===== src/rtl/flash_bus_sequencer_if.sv =====
// flash_bus_sequencer_if: request ports of both requesters plus the parallel flash pins.
interface flash_bus_sequencer_if;
    logic        req0_valid;
    logic [31:0] req0_addr;
    logic        req0_ready;
    logic [31:0] req0_rdata;
    logic        req0_rvalid;
    logic        req1_valid;
    logic        req1_we;
    logic [31:0] req1_addr;
    logic [31:0] req1_wdata;
    logic        req1_ready;
    logic [31:0] req1_rdata;
    logic        req1_rvalid;
    logic        req1_wdone;
    logic [31:0] flash_addr;
    logic [31:0] flash_dout;
    logic        flash_dout_en;
    logic [31:0] flash_din;
    logic        flash_cs_n;
    logic        flash_oe_n;
    logic        flash_we_n;
    logic        busy;
    modport slave (
        input  req0_valid, req0_addr, req1_valid, req1_we, req1_addr, req1_wdata, flash_din,
        output req0_ready, req0_rdata, req0_rvalid, req1_ready, req1_rdata, req1_rvalid,
               req1_wdone, flash_addr, flash_dout, flash_dout_en, flash_cs_n, flash_oe_n,
               flash_we_n, busy
    );
    modport master (
        output req0_valid, req0_addr, req1_valid, req1_we, req1_addr, req1_wdata, flash_din,
        input  req0_ready, req0_rdata, req0_rvalid, req1_ready, req1_rdata, req1_rvalid,
               req1_wdone, flash_addr, flash_dout, flash_dout_en, flash_cs_n, flash_oe_n,
               flash_we_n, busy
    );
endinterface


===== src/rtl/flash_bus_sequencer.sv =====
// flash_bus_sequencer: round-robin arbiter and timed read/write sequencer for an async parallel flash.
module flash_bus_sequencer #(
    parameter int RD_WAIT  = 4,
    parameter int WE_PULSE = 3,
    parameter int TURN     = 1
) (
    input logic s_axi_aclk,
    input logic s_axi_aresetn,
    flash_bus_sequencer_if.slave bus
);
    localparam int MX01 = RD_WAIT > WE_PULSE ? RD_WAIT : WE_PULSE;
    localparam int MX   = MX01 > TURN ? MX01 : TURN;
    localparam int CW   = $clog2(MX + 1);
    typedef enum logic [2:0] {S_IDLE, S_RD, S_WR_SETUP, S_WR_PULSE, S_WR_HOLD, S_TURN} state_t;
    state_t state, nxt;
    logic [CW-1:0] cnt, cnt_n;
    logic last, owner, idle, acc0, acc1, rd_done;
    logic [31:0] addr_q, dout_q, rdata0, rdata1;
    logic rv0, rv1, wd;
    always_comb begin
        idle    = state == S_IDLE && s_axi_aresetn;
        acc0    = idle & bus.req0_valid & (~bus.req1_valid | last);
        acc1    = idle & bus.req1_valid & (~bus.req0_valid | ~last);
        rd_done = state == S_RD && cnt == '0;
        nxt     = state;
        cnt_n   = cnt;
        case (state)
            S_IDLE: begin
                if (acc0 || (acc1 && !bus.req1_we)) begin
                    nxt   = S_RD;
                    cnt_n = CW'(RD_WAIT - 1);
                end else if (acc1) nxt = S_WR_SETUP;
            end
            S_RD:       if (cnt == '0) begin nxt = S_TURN; cnt_n = CW'(TURN - 1); end else cnt_n = cnt - CW'(1);
            S_WR_SETUP: begin nxt = S_WR_PULSE; cnt_n = CW'(WE_PULSE - 1); end
            S_WR_PULSE: if (cnt == '0) nxt = S_WR_HOLD; else cnt_n = cnt - CW'(1);
            S_WR_HOLD:  begin nxt = S_TURN; cnt_n = CW'(TURN - 1); end
            S_TURN:     if (cnt == '0) nxt = S_IDLE; else cnt_n = cnt - CW'(1);
            default:    nxt = S_IDLE;
        endcase
    end
    always_ff @(posedge s_axi_aclk or negedge s_axi_aresetn) begin
        if (!s_axi_aresetn) begin
            state  <= S_IDLE;
            cnt    <= '0;
            last   <= 1'b1;
            owner  <= 1'b0;
            addr_q <= '0;
            dout_q <= '0;
            rdata0 <= '0;
            rdata1 <= '0;
            rv0    <= 1'b0;
            rv1    <= 1'b0;
            wd     <= 1'b0;
        end else begin
            state <= nxt;
            cnt   <= cnt_n;
            if (acc0 || acc1) begin
                last   <= acc1;
                owner  <= acc1;
                addr_q <= acc1 ? bus.req1_addr : bus.req0_addr;
            end
            if (acc1) dout_q <= bus.req1_wdata;
            // Pulses are registered so they land in the first turnaround cycle.
            rv0 <= rd_done & ~owner;
            rv1 <= rd_done & owner;
            wd  <= state == S_WR_HOLD;
            if (rd_done && !owner) rdata0 <= bus.flash_din;
            if (rd_done && owner) rdata1 <= bus.flash_din;
        end
    end
    assign bus.req0_ready    = acc0;
    assign bus.req1_ready    = acc1;
    assign bus.req0_rdata    = rdata0;
    assign bus.req1_rdata    = rdata1;
    assign bus.req0_rvalid   = rv0;
    assign bus.req1_rvalid   = rv1;
    assign bus.req1_wdone    = wd;
    assign bus.flash_addr    = addr_q;
    assign bus.flash_dout    = dout_q;
    assign bus.flash_cs_n    = state == S_IDLE || state == S_TURN;
    assign bus.flash_oe_n    = state != S_RD;
    assign bus.flash_we_n    = state != S_WR_PULSE;
    assign bus.flash_dout_en = state == S_WR_SETUP || state == S_WR_PULSE || state == S_WR_HOLD;
    assign bus.busy          = state != S_IDLE;
endmodule

===== src/flat_wrapper.sv =====
// flat-port wrapper written by rule: the top's interface ports become plain ports
module flash_bus_sequencer_flat 
#(
    parameter int RD_WAIT  = 4,
    parameter int WE_PULSE = 3,
    parameter int TURN     = 1
)
  (s_axi_aclk, s_axi_aresetn, bus_req0_valid, bus_req0_addr, bus_req1_valid, bus_req1_we, bus_req1_addr, bus_req1_wdata, bus_flash_din, bus_req0_ready, bus_req0_rdata, bus_req0_rvalid, bus_req1_ready, bus_req1_rdata, bus_req1_rvalid, bus_req1_wdone, bus_flash_addr, bus_flash_dout, bus_flash_dout_en, bus_flash_cs_n, bus_flash_oe_n, bus_flash_we_n, bus_busy);
  flash_bus_sequencer_if bus_i ();
  input logic s_axi_aclk;
  input logic s_axi_aresetn;
  input wire logic [$bits(bus_i.req0_valid)-1:0] bus_req0_valid;
  input wire logic [$bits(bus_i.req0_addr)-1:0] bus_req0_addr;
  input wire logic [$bits(bus_i.req1_valid)-1:0] bus_req1_valid;
  input wire logic [$bits(bus_i.req1_we)-1:0] bus_req1_we;
  input wire logic [$bits(bus_i.req1_addr)-1:0] bus_req1_addr;
  input wire logic [$bits(bus_i.req1_wdata)-1:0] bus_req1_wdata;
  input wire logic [$bits(bus_i.flash_din)-1:0] bus_flash_din;
  output wire logic [$bits(bus_i.req0_ready)-1:0] bus_req0_ready;
  output wire logic [$bits(bus_i.req0_rdata)-1:0] bus_req0_rdata;
  output wire logic [$bits(bus_i.req0_rvalid)-1:0] bus_req0_rvalid;
  output wire logic [$bits(bus_i.req1_ready)-1:0] bus_req1_ready;
  output wire logic [$bits(bus_i.req1_rdata)-1:0] bus_req1_rdata;
  output wire logic [$bits(bus_i.req1_rvalid)-1:0] bus_req1_rvalid;
  output wire logic [$bits(bus_i.req1_wdone)-1:0] bus_req1_wdone;
  output wire logic [$bits(bus_i.flash_addr)-1:0] bus_flash_addr;
  output wire logic [$bits(bus_i.flash_dout)-1:0] bus_flash_dout;
  output wire logic [$bits(bus_i.flash_dout_en)-1:0] bus_flash_dout_en;
  output wire logic [$bits(bus_i.flash_cs_n)-1:0] bus_flash_cs_n;
  output wire logic [$bits(bus_i.flash_oe_n)-1:0] bus_flash_oe_n;
  output wire logic [$bits(bus_i.flash_we_n)-1:0] bus_flash_we_n;
  output wire logic [$bits(bus_i.busy)-1:0] bus_busy;
  assign bus_i.req0_valid = bus_req0_valid;
  assign bus_i.req0_addr = bus_req0_addr;
  assign bus_i.req1_valid = bus_req1_valid;
  assign bus_i.req1_we = bus_req1_we;
  assign bus_i.req1_addr = bus_req1_addr;
  assign bus_i.req1_wdata = bus_req1_wdata;
  assign bus_i.flash_din = bus_flash_din;
  assign bus_req0_ready = bus_i.req0_ready;
  assign bus_req0_rdata = bus_i.req0_rdata;
  assign bus_req0_rvalid = bus_i.req0_rvalid;
  assign bus_req1_ready = bus_i.req1_ready;
  assign bus_req1_rdata = bus_i.req1_rdata;
  assign bus_req1_rvalid = bus_i.req1_rvalid;
  assign bus_req1_wdone = bus_i.req1_wdone;
  assign bus_flash_addr = bus_i.flash_addr;
  assign bus_flash_dout = bus_i.flash_dout;
  assign bus_flash_dout_en = bus_i.flash_dout_en;
  assign bus_flash_cs_n = bus_i.flash_cs_n;
  assign bus_flash_oe_n = bus_i.flash_oe_n;
  assign bus_flash_we_n = bus_i.flash_we_n;
  assign bus_busy = bus_i.busy;
  flash_bus_sequencer #(.RD_WAIT(RD_WAIT), .WE_PULSE(WE_PULSE), .TURN(TURN)) u_core (.s_axi_aclk(s_axi_aclk), .s_axi_aresetn(s_axi_aresetn), .bus(bus_i));
endmodule

===== config.mk =====
export PLATFORM = sky130hd
export DESIGN_NAME = flash_bus_sequencer_flat
export DESIGN_NICKNAME = d
export VERILOG_FILES = /design/src/rtl/flash_bus_sequencer_if.sv /design/src/rtl/flash_bus_sequencer.sv /design/src/flat_wrapper.sv
export SDC_FILE = /design/constraint.sdc
export NUM_CORES = 1
export LEC_CHECK = 0
export BUFFER_PORTS_ARGS = -buffer_cell sky130_fd_sc_hd__buf_2
export CAP_MARGIN = 10
export CORE_MARGIN = 4
export CORE_UTILIZATION = 35
export CTS_BUF_LIST = sky130_fd_sc_hd__clkbuf_8
export DETAILED_ROUTE_END_ITERATION = 10
export GPL_ROUTABILITY_DRIVEN = 0
export HOLD_SLACK_MARGIN = 0.1
export PLACE_DENSITY = 0.75
export SLEW_MARGIN = 20
export SYNTH_ARGS = -nofsm -noshare
export SYNTH_HDL_FRONTEND = slang
export SYNTH_SLANG_ARGS = --single-unit

===== constraint.sdc =====
create_clock -name s_axi_aclk -period 2 [get_ports s_axi_aclk]
set_input_delay 0 -clock s_axi_aclk [delete_from_list [all_inputs] [get_ports s_axi_aclk]]
set_output_delay 0 -clock s_axi_aclk [all_outputs]
set_load 0.05 [all_outputs]

Word level (Yosys, flattened, before mapping)
Index checks and enable logic that the tools add are counted.

storage, ports and cells
  output and inout port bits = 138
  logic and storage cells = 67
  bits of input ports = 133
  bits in registers = 139

operators by class
  reductions and logical operators = 19
  mux-type cells = 11
  add/sub/neg operators = 1
  equal/unequal tests = 13
  bitwise gates (word level) = 12

operator list
  cell                 count
  $mux 32              1
  $mux 3               8
  $pmux 3 s6           1
  $pmux 3 s5           1
  $and 1x1->1          6
  $eq 3x2->1 const B   2
  $eq 3x3->1 const B   2
  $logic_not 3->1      2
  $ne 2x2->1 const B   3
  $ne 3x2->1 const B   2
  $logic_and 1x1->1    5
  $logic_or 1x1->1     5
  $reduce_bool 5->1    1
  $ne 2x1->1 const B   2
  $not 1->1            4
  $reduce_and 4->1     1
  $eq 3x1->1 const B   1
  $ne 3x1->1 const B   1
  $reduce_and 3->1     1
  $reduce_bool 3->1    1
  $sub 3x1->3 const B  1
  $logic_not 1->1      2
  $or 1x1->1           2
  $reduce_or 2->1      1

Depth between registers and ports, before layout
Gate-level depths: netlist of the first run.

  word-level depth = 8
  gate-level depth with buffers = 8
  depth with buffers taken out = 6

Least setup slack after synthesis of the first run
OpenSTA, ideal clock, no wires.

  path kind = register -> register
  from = reg u_core.cnt[0]
  to = reg u_core.rdata0[13], in the netlist u_core.bus.req0_rdata[13]
  data required time = 1875 ps
  clock period less this slack = 1811 ps
  cell stages (with the launch flop) = 7
  buffers on the path = 1
  arrival time = 1686 ps
  setup slack = 189 ps
  setup time = 125 ps
  path through = dfrtp_1 inv_1 ha_1 nand3_1 nor4_4 buf_2 mux2_2

between the ends
  cells in the longest elaborated chain, start to end = 3

RTL lines
  element                 RTL line                   text
  from (decl)             flash_bus_sequencer.sv:16  logic [CW-1:0] cnt, cnt_n;
  from (signal assigned)  flash_bus_sequencer.sv:57  cnt <= cnt_n;
  $logic_not 3->1         flash_bus_sequencer.sv:24  rd_done = state == S_RD && cnt == '0;
  $logic_and 1x1->1       flash_bus_sequencer.sv:24
  $logic_and 1x1->1       flash_bus_sequencer.sv:68  if (rd_done && !owner) rdata0 <= bus.flash_din;
  to (signal assigned)    flash_bus_sequencer.sv:68
  to (decl)               flash_bus_sequencer.sv:18  logic [31:0] addr_q, dout_q, rdata0, rdata1;

No other way between the ends.
A chain may end at the register's enable or synchronous reset.

Worst setup path in the final report of the first run
  from = reg u_core.cnt[0]
  to = reg u_core.rdata0[3], in the netlist u_core.bus.req0_rdata[3]

Same word-level chain as after synthesis.

==> metrics.csv, run 1 <==
metric,value,unit
status,"finished, final reports clean",
met3WireLength,1950,um
avgRoutedWirePerCell,17.1,um
synthDominantAreaCellType,sky130_fd_sc_hd__dfrtp_1,
area.growth.synth_to_final,60.2,%
grt_setup_unrepaired,false,
synth_top_area_share,60.6,%
arrival,2.22,ns
cp_slowest_stage_delay,0.41,ns
ir_worst_vdd,1.01,mV
syn-cell-area,0.00570,sq mm
synth_enable_flop_cells,0,
postSynthNetCount,650,
finalHoldViolCount,0,
setup-violations-final,0,
yosys_warnings,0,
tightestPinTransition,0.939,ns
grt_pass1_wl,30700,um
worst_setup_hold_path_clk_slew,0.10,ns
sequential_cell_area_fraction_in_the_yosys_report,61.1,%
die_width,136,um
drt-initial-drc-count,322,
critical_path.cell_chain,inv_2 -> ha_4 -> nand3_2 -> nor4_4 -> buf_4 -> buf_12 -> mux2_2,
drt_wl_total,19700,um
worstPathMaxFanout,17,
antenna_found_initial,0,
slew-limit-headroom,37.4,%
finalNonFillerCells,1153,
fin_max_slew_vios,0,
maxClockFrequency,528,MHz
grt.total_usage,21.1,%
initial_cell_density_of_the_core,35.7,%
total_power,16600,uW
placed_cells,985,
die-area,0.0184,sq mm
timing.hold.worst.class,input pin to flip-flop,
totalNegativeSetupSlack,0,ns
ys_ff_latch,139,
netlist_top_cells_area,"sky130_fd_sc_hd__dfrtp_1 (61%), sky130_fd_sc_hd__mux2_2 (12%), sky130_fd_sc_hd__nand2_1 (11%)",
numPortBuffers,270,
tritoncts,done,
top_layer,met4,
ys_types,42,
final_layout_size_suffix_gt1_share,42.5,%
final.min_clock_period,1.89,ns
fp.dieH,136,um
cts_sinks,139,
final_min_period_over_clock_period,94.6,%
critPathRequiredTime,2.33,ns
syn-instance-count,515,
design.portCount,271,
cpLargestDelayFamily,buffers and inverters,
setup.worst_path.start_class,flip-flop,
cts.path.max_buffers,2,
drc,0,
placeableCoreArea,0.0159,sq mm
drtAntennaViolNets,0,
drt_pre_antenna_iters,5,
synth.most_common_cell,sky130_fd_sc_hd__nand2_1,
synth.top_cells.by_count,"sky130_fd_sc_hd__nand2_1 (167), sky130_fd_sc_hd__dfrtp_1 (138), sky130_fd_sc_hd__mux2_2 (63)",
first_global_vias,5851,
syn_area_per_cell,11.1,sq um
total_leakage_power,0.00458,uW
worst_skew_pair.late_latency,0.44,ns
vias,5595,
numCtsBuffers,17,
grt_max_degree,79,
design.final.nets,1058,
cts_root_buffer,sky130_fd_sc_hd__clkbuf_8,
detail_routed_via_count_per_cell,4.85,
dominantRegCellSynth,sky130_fd_sc_hd__dfrtp_1,
crit_path_category,flip-flop to flip-flop,
fin_worst_skew,0.0177,ns
post-dp-hpwl,11400,um
timing.critical_path.slowest_stage_cell,sky130_fd_sc_hd__dfrtp_1,
async_flop_share,100,%
grt_overflow,0,
buffers_and_inverters_on_the_worst_path,3,
power_density,1820,mW/mm^2
fillers,1255,
critPathCaptureType,flip-flop,
fp-row-count,46,
wirelength_met1,7590,um
routed-wl-met2,9540,um
max_cap_violations,0,
h-tree-depth,4,
==> worst paths after layout <==
check,from,end,slack (ns),cells after the start
worst min register to register,u_core.bus.flash_dout[26]$_DFFE_PN0N_,u_core.bus.flash_dout[26]$_DFFE_PN0N_,0.47,2
max in group asynchronous,s_axi_aresetn,u_core.bus.flash_addr[8]$_DFFE_PN0P_,0.96,3
worst max register to register,u_core.cnt[0]$_DFFE_PN0P_,u_core.bus.req0_rdata[3]$_DFFE_PN0P_,0.11,7
worst min-delay path,bus_req1_we,u_core.cnt[0]$_DFFE_PN0P_,0.17,4
worst max-delay path,u_core.cnt[0]$_DFFE_PN0P_,u_core.bus.req0_rdata[3]$_DFFE_PN0P_,0.11,7
min in group asynchronous,s_axi_aresetn,u_core.bus.flash_dout[29]$_DFFE_PN0N_,0.20,3
==> cells by family (layout without fill, tap and decap cells) <==
kind of cell | count (synthesis) | after routing | synth area share, %
compound gates | 51 | 51 | 5.78
buf+inv | 38 | 459 | 3.71
simple gates | 219 | 219 | 16.0
other cells | 0 | 1 | 0
fa+ha+maj | 3 | 3 | 0.615
mux | 65 | 65 | 12.8
flops | 139 | 139 | 61.1
==> metal layers <==
metal	up-vias	global-route usage (%)
li1	2535	-
met1	2670	25.1
met2	341	34.7
met3	49	7.50
met4	0	9.13
met5	-	0
==> layout make-up <==
class                           instances  area [sq um]  area share, %
Inverter                                7          26.3          0.288
Sequential cell                       139          3480           38.2
Clock inverter                         15           193           2.11
Tap cell                              216           270           2.96
Antenna cell                            1          2.50         0.0274
Timing Repair Buffer                  420          2890           31.7
Multi-Input combinational cell        338          2020           22.2
Clock buffer                           17           234           2.56
==> worst reg2reg max path: stages, from the launching register on <==
cell and delay, ns:
sky130_fd_sc_hd__dfrtp_1 0.41, sky130_fd_sc_hd__inv_2 0.10, sky130_fd_sc_hd__ha_4 0.16, sky130_fd_sc_hd__nand3_2 0.13
sky130_fd_sc_hd__nor4_4 0.27, sky130_fd_sc_hd__buf_4 0.19, sky130_fd_sc_hd__buf_12 0.16, sky130_fd_sc_hd__mux2_2 0.38
==> power by group <==
part | internal [uW] | leakage [uW] | switching, uW | total (uW)
clock network | 1180 | 0.000215 | 1280 | 2460
logic | 2500 | 0.00270 | 6650 | 9150
registers | 4170 | 0.00166 | 825 | 5000
total | 7850 | 0.00458 | 8750 | 16600
==> through the flow <==
step                util [%]  worst slack (ns)  hold WS, ns  area, sq um
finish                  57.2             0.108        0.168         9130
global route            57.2           0.00406        0.153         9120
CTS                     56.9           0.00902        0.144         9060
detailed placement      45.8            0.0894       0.0685         7300
global placement        45.8             0.175       0.0663         7300
floorplan                  -             0.189       -0.296         5700
==> layout by cell type, fill, tap and decap left out, drive strengths merged, types with 2 or more instances in the layout <==
| master | synthesis | layout |
|---|---|---|
| clkbuf | 3 | 18 |
| and3 | 2 | 2 |
| a21oi | 4 | 4 |
| and3b | 2 | 2 |
| or2 | 2 | 2 |
| nor2 | 34 | 34 |
| ha | 2 | 2 |
| nand2 | 168 | 168 |
| a31oi | 34 | 34 |
| nor4b | 2 | 2 |
| clkinv | 0 | 2 |
| inv | 7 | 17 |
| o21ai | 4 | 4 |
| nand3 | 3 | 3 |
| dlygate4sd3 | 0 | 132 |
| buf | 28 | 287 |
| bufinv | 0 | 2 |
| dfrtp | 138 | 138 |
| mux2 | 64 | 64 |
==> registers in the layout, summed over array words and instances (netlist names) <==
name,cells
u_core.owner,1
u_core.bus.req0_rvalid,1
u_core.bus.flash_dout,32
u_core.bus.req1_wdone,1
u_core.last,1
u_core.state,3
u_core.bus.req0_rdata,32
u_core.bus.req1_rvalid,1
u_core.bus.flash_addr,32
u_core.cnt,3
u_core.bus.req1_rdata,32
==> what timing repair did <==
item / CTS / global route
pin swaps: 1 / 2
setup buffers: 1 / 1
hold buffers: 132 / 0
endpoints found under the hold margin: 273 / 0
gates resized for setup: 3 / 8
setup endpoints to repair: 1 / 34
gates cloned: 0 / 1
Note: power is estimated with default switching activity, not from simulation.
==> inputs of run 2 (changes only) <==
--- a/config.mk
+++ b/config.mk
@@ -5,6 +5,7 @@
 export SDC_FILE = /design/constraint.sdc
 export NUM_CORES = 1
 export LEC_CHECK = 0
+export ABC_AREA = 1
 export BUFFER_PORTS_ARGS = -buffer_cell sky130_fd_sc_hd__buf_2
 export CAP_MARGIN = 10
 export CORE_MARGIN = 4
==> run 2 against run 1 <==
Synthesized cell count rose by 39%. Design area increased by 1.9%. Total power down 2.1%. Sequential power about the same.
==> metrics.csv, run 2 <==
metric,value,unit,change
status,"finished, final reports clean",,
tightestPinTransition,0.818,ns,-0.120 ns
synth_enable_flop_cells,0,,unchanged
p_sw,9030,uW,+3.1%
grt_setup_unrepaired,false,,
async_flop_share,100,%,unchanged
finalNonFillerCells,1345,,+17%
post_synth_xor_area_fraction,0.147,%,+0.15 points
layout.cells.most_common,sky130_fd_sc_hd__buf_2,,
antenna_found_initial,0,,unchanged
antennaDiodeCount,0,,-1
drtAntennaViolNets,0,,unchanged
h-tree-depth,4,,unchanged
total_leakage_power,0.00525,uW,+15%
synth_top_family_by_area,simple AND/OR/NAND/NOR gates,,
postSynthNetCount,851,,+31%
critPathRequiredTime,2.00,ns,-0.33 ns
placed_cells,1179,,+20%
numCtsBuffers,17,,unchanged
syn-instance-count,716,,+39%
tritoncts,done,,
layout.cells.most_common_list,"sky130_fd_sc_hd__buf_2 (267), sky130_fd_sc_hd__nand2_1 (251), sky130_fd_sc_hd__dfrtp_1 (137), sky130_fd_sc_hd__dlygate4sd3_1 (134), sky130_fd_sc_hd__inv_1 (85)",,
grt_util_met1,25.9,%,+0.74 points
syn-cell-area,0.00596,sq mm,+4.7%
drc,0,,unchanged
power.clock.fraction,13.3,%,-1.5 points
fp-row-count,47,,+2.2%
synth_compound_gate_area_share,8.85,%,+3.1 points
critPathCaptureType,output pin,,
grt_overflow,0,,unchanged
synthDominantAreaCellType,sky130_fd_sc_hd__dfrtp_1,,
drt_pre_antenna_iters,8,,+3
crit_path_category,flip-flop to output pin,,
grtUsageMet3,7.72,%,+0.22 points
design.final.nets,1247,,+18%
grt.total_usage,21.0,%,-0.13 points
syn_area_per_cell,8.33,sq um,-25%
cts_sinks,139,,unchanged
die_width,139,um,+2.2%
detail_routed_via_count_per_cell,4.75,,-2.2%
yosys-mux-area-fraction,0,%,-13 points
synth.top_cells.by_count,"sky130_fd_sc_hd__nand2_1 (251), sky130_fd_sc_hd__dfrtp_1 (138), sky130_fd_sc_hd__inv_1 (85)",,
worstRegToRegCells,6,,-1
drt-initial-drc-count,401,,+25%
arrival,1.85,ns,-0.37 ns
slew-limit-headroom,45.4,%,+8.0 points
fin_worst_skew,0.0127,ns,-0.00493 ns
post_cts.repair.setup_buffers,0,,-1
max_cap_violations,0,,unchanged
reg2reg_slack,0.31,ns,+0.20 ns
use_met2,33.7,%,-0.97 points
totalNegativeSetupSlack,0,ns,unchanged
switching_share,55.5,%,+2.8 points
yosys_warnings,0,,unchanged
timing.hold.worst.class,input pin to asynchronous set/reset pin,,
gr-max-usage-layer,met2,,
p_comb_share,55.9,%,+0.8 points
setup-violations-final,0,,unchanged
drt_wl_total,20200,um,+2.7%
avgRoutedWirePerCell,15.0,um,-12%
initial_cell_density_of_the_core,35.8,%,+0.11 points
synth_top_area_share,57.9,%,-2.7 points
share_seq_of_total_power,30.9,%,+0.8 points
dominantRegCellSynth,sky130_fd_sc_hd__dfrtp_1,,
power_density,1750,mW/mm^2,-4.0%
fp.dieH,139,um,+2.2%
area.growth.synth_to_final,56.0,%,
worst_setup_hold_path_clk_slew,0.09,ns,about the same
grt_max_degree,138,,+75%
synth.most_common_cell,sky130_fd_sc_hd__nand2_1,,
synth_simple_gate_area_share,23.5,%,+7.5 points
hold_slack,0.243,ns,+0.0751 ns
ir_worst_vdd,1.11,mV,+9.4%
netlist_top_cells_area,"sky130_fd_sc_hd__dfrtp_1 (58%), sky130_fd_sc_hd__nand2_1 (16%), sky130_fd_sc_hd__o21ai_0 (5.8%)",,
setup.worst_path.start_class,flip-flop,,
ys_ff_latch,139,,unchanged
die-area,0.0192,sq mm,+4.4%
final_layout_size_suffix_gt1_share,29.2,%,-13 points
grt_pass1_wl,33100,um,+7.5%
numPortBuffers,270,,unchanged
final.min_clock_period,1.85,ns,-0.0425 ns
design.portCount,271,,unchanged
synth_adder_area_share,0.420,%,-0.20 points
worstPathMaxFanout,32,,+15
cts_root_buffer,sky130_fd_sc_hd__clkbuf_8,,
final_min_period_over_clock_period,92.5,%,-2.1 points
placeableCoreArea,0.0166,sq mm,+4.4%
first_global_vias,6441,,+10%
maxClockFrequency,541,MHz,+2.3%
cts.path.max_buffers,2,,unchanged
ys_types,24,,-43%
sequential_cell_area_fraction_in_the_yosys_report,58.4,%,-2.7 points
fin_max_slew_vios,0,,unchanged
post-dp-hpwl,12300,um,+7.7%
internal_power,7220,uW,-8.0%
worst_skew_pair.late_latency,0.44,ns,about the same
finalHoldViolCount,0,,unchanged
vias,6384,,+14%
-- run 2: cell count changes after synthesis, moves of 4 or more --
cell	delta
sky130_fd_sc_hd__mux2_2	-63
sky130_fd_sc_hd__o21ai_1	+31
sky130_fd_sc_hd__o21ai_0	+65
sky130_fd_sc_hd__nand2_1	+84
sky130_fd_sc_hd__a31oi_1	-34
sky130_fd_sc_hd__inv_1	+79
sky130_fd_sc_hd__nand3_1	+44
sky130_fd_sc_hd__clkbuf_1	+4
-- run 2: path summary, 6_finish.rpt --
kind | to | from
worst max register to register | u_core.bus.flash_dout[27]$_DFFE_PN0N_ | u_core.state[0]$_DFFE_PN0P_
min in group s_axi_aclk | u_core.bus.flash_dout[10]$_DFFE_PN0N_ | bus_req1_wdata[10]
worst min register to register | u_core.cnt[0]$_DFFE_PN0P_ | u_core.cnt[0]$_DFFE_PN0P_
max in group asynchronous | u_core.state[1]$_DFFE_PN0P_ | s_axi_aresetn
worst max-delay path | bus_req1_ready | u_core.state[0]$_DFFE_PN0P_
worst min-delay path | u_core.bus.flash_dout[27]$_DFFE_PN0N_ | s_axi_aresetn
-- run 2: repair_timing --
item | 4_1_cts | 5_1_grt
hold buffers | 134 | 0
endpoints found under the hold margin | 273 | 0
gates resized for setup | 1 | 4
endpoints found under the setup margin | 1 | 2
-- run 2: power by group through the flow --
| stage | combinational (uW) | sequential [uW] | clock [uW] |
|---|---|---|---|
| after floorplan | 2110 | 9380 | 0 |
| after global placement | 8680 | 5010 | 0 |
| after detailed placement | 8840 | 5010 | 0 |
| after CTS | 9040 | 4980 | 2230 |
| after global routing | 9660 | 5180 | 2360 |
| final | 9080 | 5020 | 2160 |
-- run 2: kinds of logic (layout without fill, tap and decap cells) --
kind of cell               count (synthesis)  in the layout
and+or+nand+nor                          345            345
buffers and inverters                    124            533
DFF                                      139            139
xor gates and xnor gates                   1              1
AOI/OAI and AO/OA                        105            105
adders and majority gates                  2              2
-- run 2: worst max-delay path, stage by stage, from the launching register on --
cell and delay (ns):
sky130_fd_sc_hd__dfrtp_1 0.49, sky130_fd_sc_hd__nor2_4 0.15, sky130_fd_sc_hd__nand3_1 0.12, sky130_fd_sc_hd__nor2_4 0.20
sky130_fd_sc_hd__buf_12 0.20, sky130_fd_sc_hd__buf_4 0.23
-- run 2: metrics by stage --
stage	util, %	cell area (sq um)	total power (uW)	worst slack (ns)
finish	55.9	9300	16300	0.150
detailed placement	45.5	7570	13800	0.303
CTS	55.8	9290	16300	0.0250
floorplan	-	5960	11500	0.276
global placement	45.5	7570	13700	0.388
global route	55.9	9300	17200	0.0331
-- run 2: layout make-up --
class                           instances  area [sq um]
Fill cell                            1386          7340
Tap cell                              220           275
Clock inverter                         14           124
Inverter                               86           323
Clock buffer                           18           248
Multi-Input combinational cell        453          1990
Timing Repair Buffer                  415          2860
Sequential cell                       139          3480
-- run 2: layer usage --
layer	wire length [um]	up-vias
li1	-	3008
met1	7950	2943
met2	9460	382
met3	2140	51
met4	681	0
met5	0	-
==> inputs of run 3 (changes only) <==
--- a/config.mk
+++ b/config.mk
@@ -8,13 +8,16 @@
 export ABC_AREA = 1
 export BUFFER_PORTS_ARGS = -buffer_cell sky130_fd_sc_hd__buf_2
 export CAP_MARGIN = 10
+export CELL_PAD_IN_SITES_DETAIL_PLACEMENT = 0
+export CELL_PAD_IN_SITES_GLOBAL_PLACEMENT = 1
 export CORE_MARGIN = 4
-export CORE_UTILIZATION = 35
+export CORE_UTILIZATION = 34
 export CTS_BUF_LIST = sky130_fd_sc_hd__clkbuf_8
 export DETAILED_ROUTE_END_ITERATION = 10
 export GPL_ROUTABILITY_DRIVEN = 0
 export HOLD_SLACK_MARGIN = 0.1
-export PLACE_DENSITY = 0.75
+export MAX_ROUTING_LAYER = met4
+export PLACE_DENSITY = 0.94
 export SLEW_MARGIN = 20
 export SYNTH_ARGS = -nofsm -noshare
 export SYNTH_HDL_FRONTEND = slang
==> run 3 against run 2 <==
Register-to-register slack worse by 0.14 ns. Non-clock buffer count up 2. Critical path depth up 2. Clock-buffer cell count unchanged. Largest cell class unchanged. Largest power group unchanged.
==> metrics.csv, run 3 (synthesized netlist as in run 2, its figures left out) <==
metric,value,unit,change
cpLargestDelayFamily,buffers and inverters,,
use_met2,31.8,%,-2.0 points
grt_util_met1,25.0,%,-0.85 points
die_width,140,um,+1.4%
setup.worst_path.start_class,flip-flop,,
post-dp-hpwl,12100,um,-1.3%
worstRegToRegCells,7,,+1
critPathCaptureType,flip-flop,,
drtAntennaViolNets,0,,unchanged
worst_setup_hold_path_clk_slew,0.09,ns,about the same
cts.path.max_buffers,2,,unchanged
detail_routed_via_count_per_cell,4.61,,-2.8%
totalNegativeSetupSlack,0,ns,unchanged
launch_point_of_the_worst_path,u_core.state[1]$_DFFE_PN0P_,,
grt.total_usage,20.1,%,-0.94 points
reg2reg_slack,0.17,ns,-0.14 ns
vias,6237,,-2.3%
worst_skew_pair.late_latency,0.43,ns,about the same
critical_path.reg2reg.startpoint,u_core.state[1]$_DFFE_PN0P_,,
fin_worst_skew,0.0142,ns,+0.00148 ns
drt_pre_antenna_iters,5,,-3
power_density,1740,mW/mm^2,-0.35%
cts_root_buffer,sky130_fd_sc_hd__clkbuf_8,,
final_layout_size_suffix_gt1_share,29.2,%,+0.037 points
max_cap_violations,0,,unchanged
critical_path.cell_chain,nor2_4 -> nand3_1 -> nor2_4 -> buf_12 -> nand2_1 -> nand2_1 -> dlygate4sd3_1,,
maxClockFrequency,546,MHz,+0.95%
h-tree-depth,4,,unchanged
drt-initial-drc-count,247,,-38%
fp.dieH,140,um,+1.4%
total_power,16300,uW,+0.11%
avgRoutedWirePerCell,14.5,um,-3.9%
design.final.nets,1249,,+0.16%
critPathRequiredTime,2.36,ns,+0.36 ns
cp_slowest_stage_delay,0.54,ns,+0.05 ns
setup-violations-final,0,,unchanged
finalHoldViolCount,0,,unchanged
worstPathMaxFanout,17,,-47%
grt_max_degree,102,,-26%
layout.cells.most_common,sky130_fd_sc_hd__buf_2,,
buffers_and_inverters_on_the_worst_path,2,,unchanged
arrival,2.19,ns,+0.34 ns
drt_wl_total,19600,um,-3.4%
fp-row-count,48,,+2.1%
timing.critical_path.slowest_stage_cell,sky130_fd_sc_hd__dlygate4sd3_1,,
fin_max_slew_vios,0,,unchanged
final_min_period_over_clock_period,91.6,%,-0.87 points
grt_overflow,0,,unchanged
tritoncts,done,,
status,"finished, final reports clean",,
layout.cells.most_common_list,"sky130_fd_sc_hd__buf_2 (269), sky130_fd_sc_hd__nand2_1 (251), sky130_fd_sc_hd__dlygate4sd3_1 (136), sky130_fd_sc_hd__dfrtp_1 (136), sky130_fd_sc_hd__inv_1 (85)",,
antennaDiodeCount,0,,unchanged
grt_setup_unrepaired,false,,
numPortBuffers,270,,unchanged
timing.hold.worst.class,input pin to asynchronous set/reset pin,,
crit_path_category,flip-flop to flip-flop,,
numCtsBuffers,17,,unchanged
critical_path.reg2reg.endpoint,u_core.bus.flash_dout[25]$_DFFE_PN0N_,,
final.min_clock_period,1.83,ns,-0.0175 ns
grtUsageMet3,5.53,%,-2.2 points
antenna_found_initial,0,,unchanged
ir_worst_vdd,1.19,mV,+7.7%
placeableCoreArea,0.0172,sq mm,+3.6%
first_global_vias,6391,,-0.78%
initial_cell_density_of_the_core,34.6,%,-1.2 points
die-area,0.0197,sq mm,+2.8%
area.growth.synth_to_final,56.7,%,
slew-limit-headroom,63.4,%,+18 points
total_leakage_power,0.00527,uW,+0.44%
cts_sinks,139,,unchanged
grt_pass1_wl,31600,um,-4.5%
tightestPinTransition,0.548,ns,-0.270 ns
gr-max-usage-layer,met2,,
design.portCount,271,,unchanged
drc,0,,unchanged
## run 3: cell count changes in the layout (fill, tap and decap cells not counted)
cell and change:
sky130_fd_sc_hd__clkbuf_16 +1, sky130_fd_sc_hd__dfrtp_2 +1, sky130_fd_sc_hd__clkinv_4 -1, sky130_fd_sc_hd__clkbuf_4 -1, sky130_fd_sc_hd__buf_4 -2, sky130_fd_sc_hd__inv_8 +1, sky130_fd_sc_hd__dlygate4sd3_1 +2, sky130_fd_sc_hd__dfrtp_1 -1
sky130_fd_sc_hd__buf_2 +2
## run 3: per-stage QoR
stage	area (sq um)	cells	hold WS, ns	utilization [%]	setup WS [ns]
2_1_floorplan	5960	716	-0.296	-	0.276
3_3_place_gp	7560	1182	0.119	43.9	0.439
3_5_place_dp	7560	1182	0.125	43.9	0.365
4_1_cts	9300	1350	0.224	54.0	0.0608
5_1_grt	9340	1352	0.269	54.2	0.0644
6_report	9340	1352	0.220	54.2	0.168
## run 3: repair_timing
| action | 4_1_cts | 5_1_grt |
|---|---|---|
| hold endpoints to repair | 274 | 0 |
| setup buffers | 0 | 1 |
| hold buffers | 136 | 0 |
| endpoints found under the setup margin | 0 | 3 |
| resized for setup | 0 | 4 |
## run 3: area by class of cell
type                            count  area [sq um]
Clock buffer                       18           248
Clock inverter                     14           126
Fill cell                        1480          7890
Inverter                           86           323
Multi-Input combinational cell    453          1990
Sequential cell                   139          3480
Tap cell                          225           282
Timing Repair Buffer              417          2890
## run 3: worst max path at each step
stage / end / slack, ns / depth (start not counted)
5_1_grt: u_core.bus.flash_dout[25]$_DFFE_PN0N_ / 0.06 / 7
3_5_place_dp: u_core.bus.flash_addr[10]$_DFFE_PN0P_ / 0.37 / 8
4_1_cts: bus_req1_ready / 0.06 / 5
2_1_floorplan: u_core.cnt[1]$_DFFE_PN0P_ / 0.28 / 6
3_3_place_gp: u_core.bus.flash_addr[10]$_DFFE_PN0P_ / 0.44 / 8
6_report: u_core.bus.flash_dout[25]$_DFFE_PN0N_ / 0.17 / 7
## run 3: worst min-delay path, delay by kind of cell
kind,cells,cell delay [ns]
buffers and inverters,3,1.11
## run 3: power breakdown
part | switching [uW] | internal [uW]
sequential | 789 | 4180
clock | 1240 | 944
combinational | 6970 | 2150
total | 9000 | 7270
## run 3: layer usage
| layer | part of all wire (%) | up-vias | routed length [um] |
|---|---|---|---|
| li1 | - | 3008 | - |
| met1 | 42 | 2891 | 8130 |
| met2 | 47 | 309 | 9250 |
| met3 | 9.0 | 29 | 1760 |
| met4 | 2.1 | 0 | 416 |
| met5 | 0 | - | 0 |
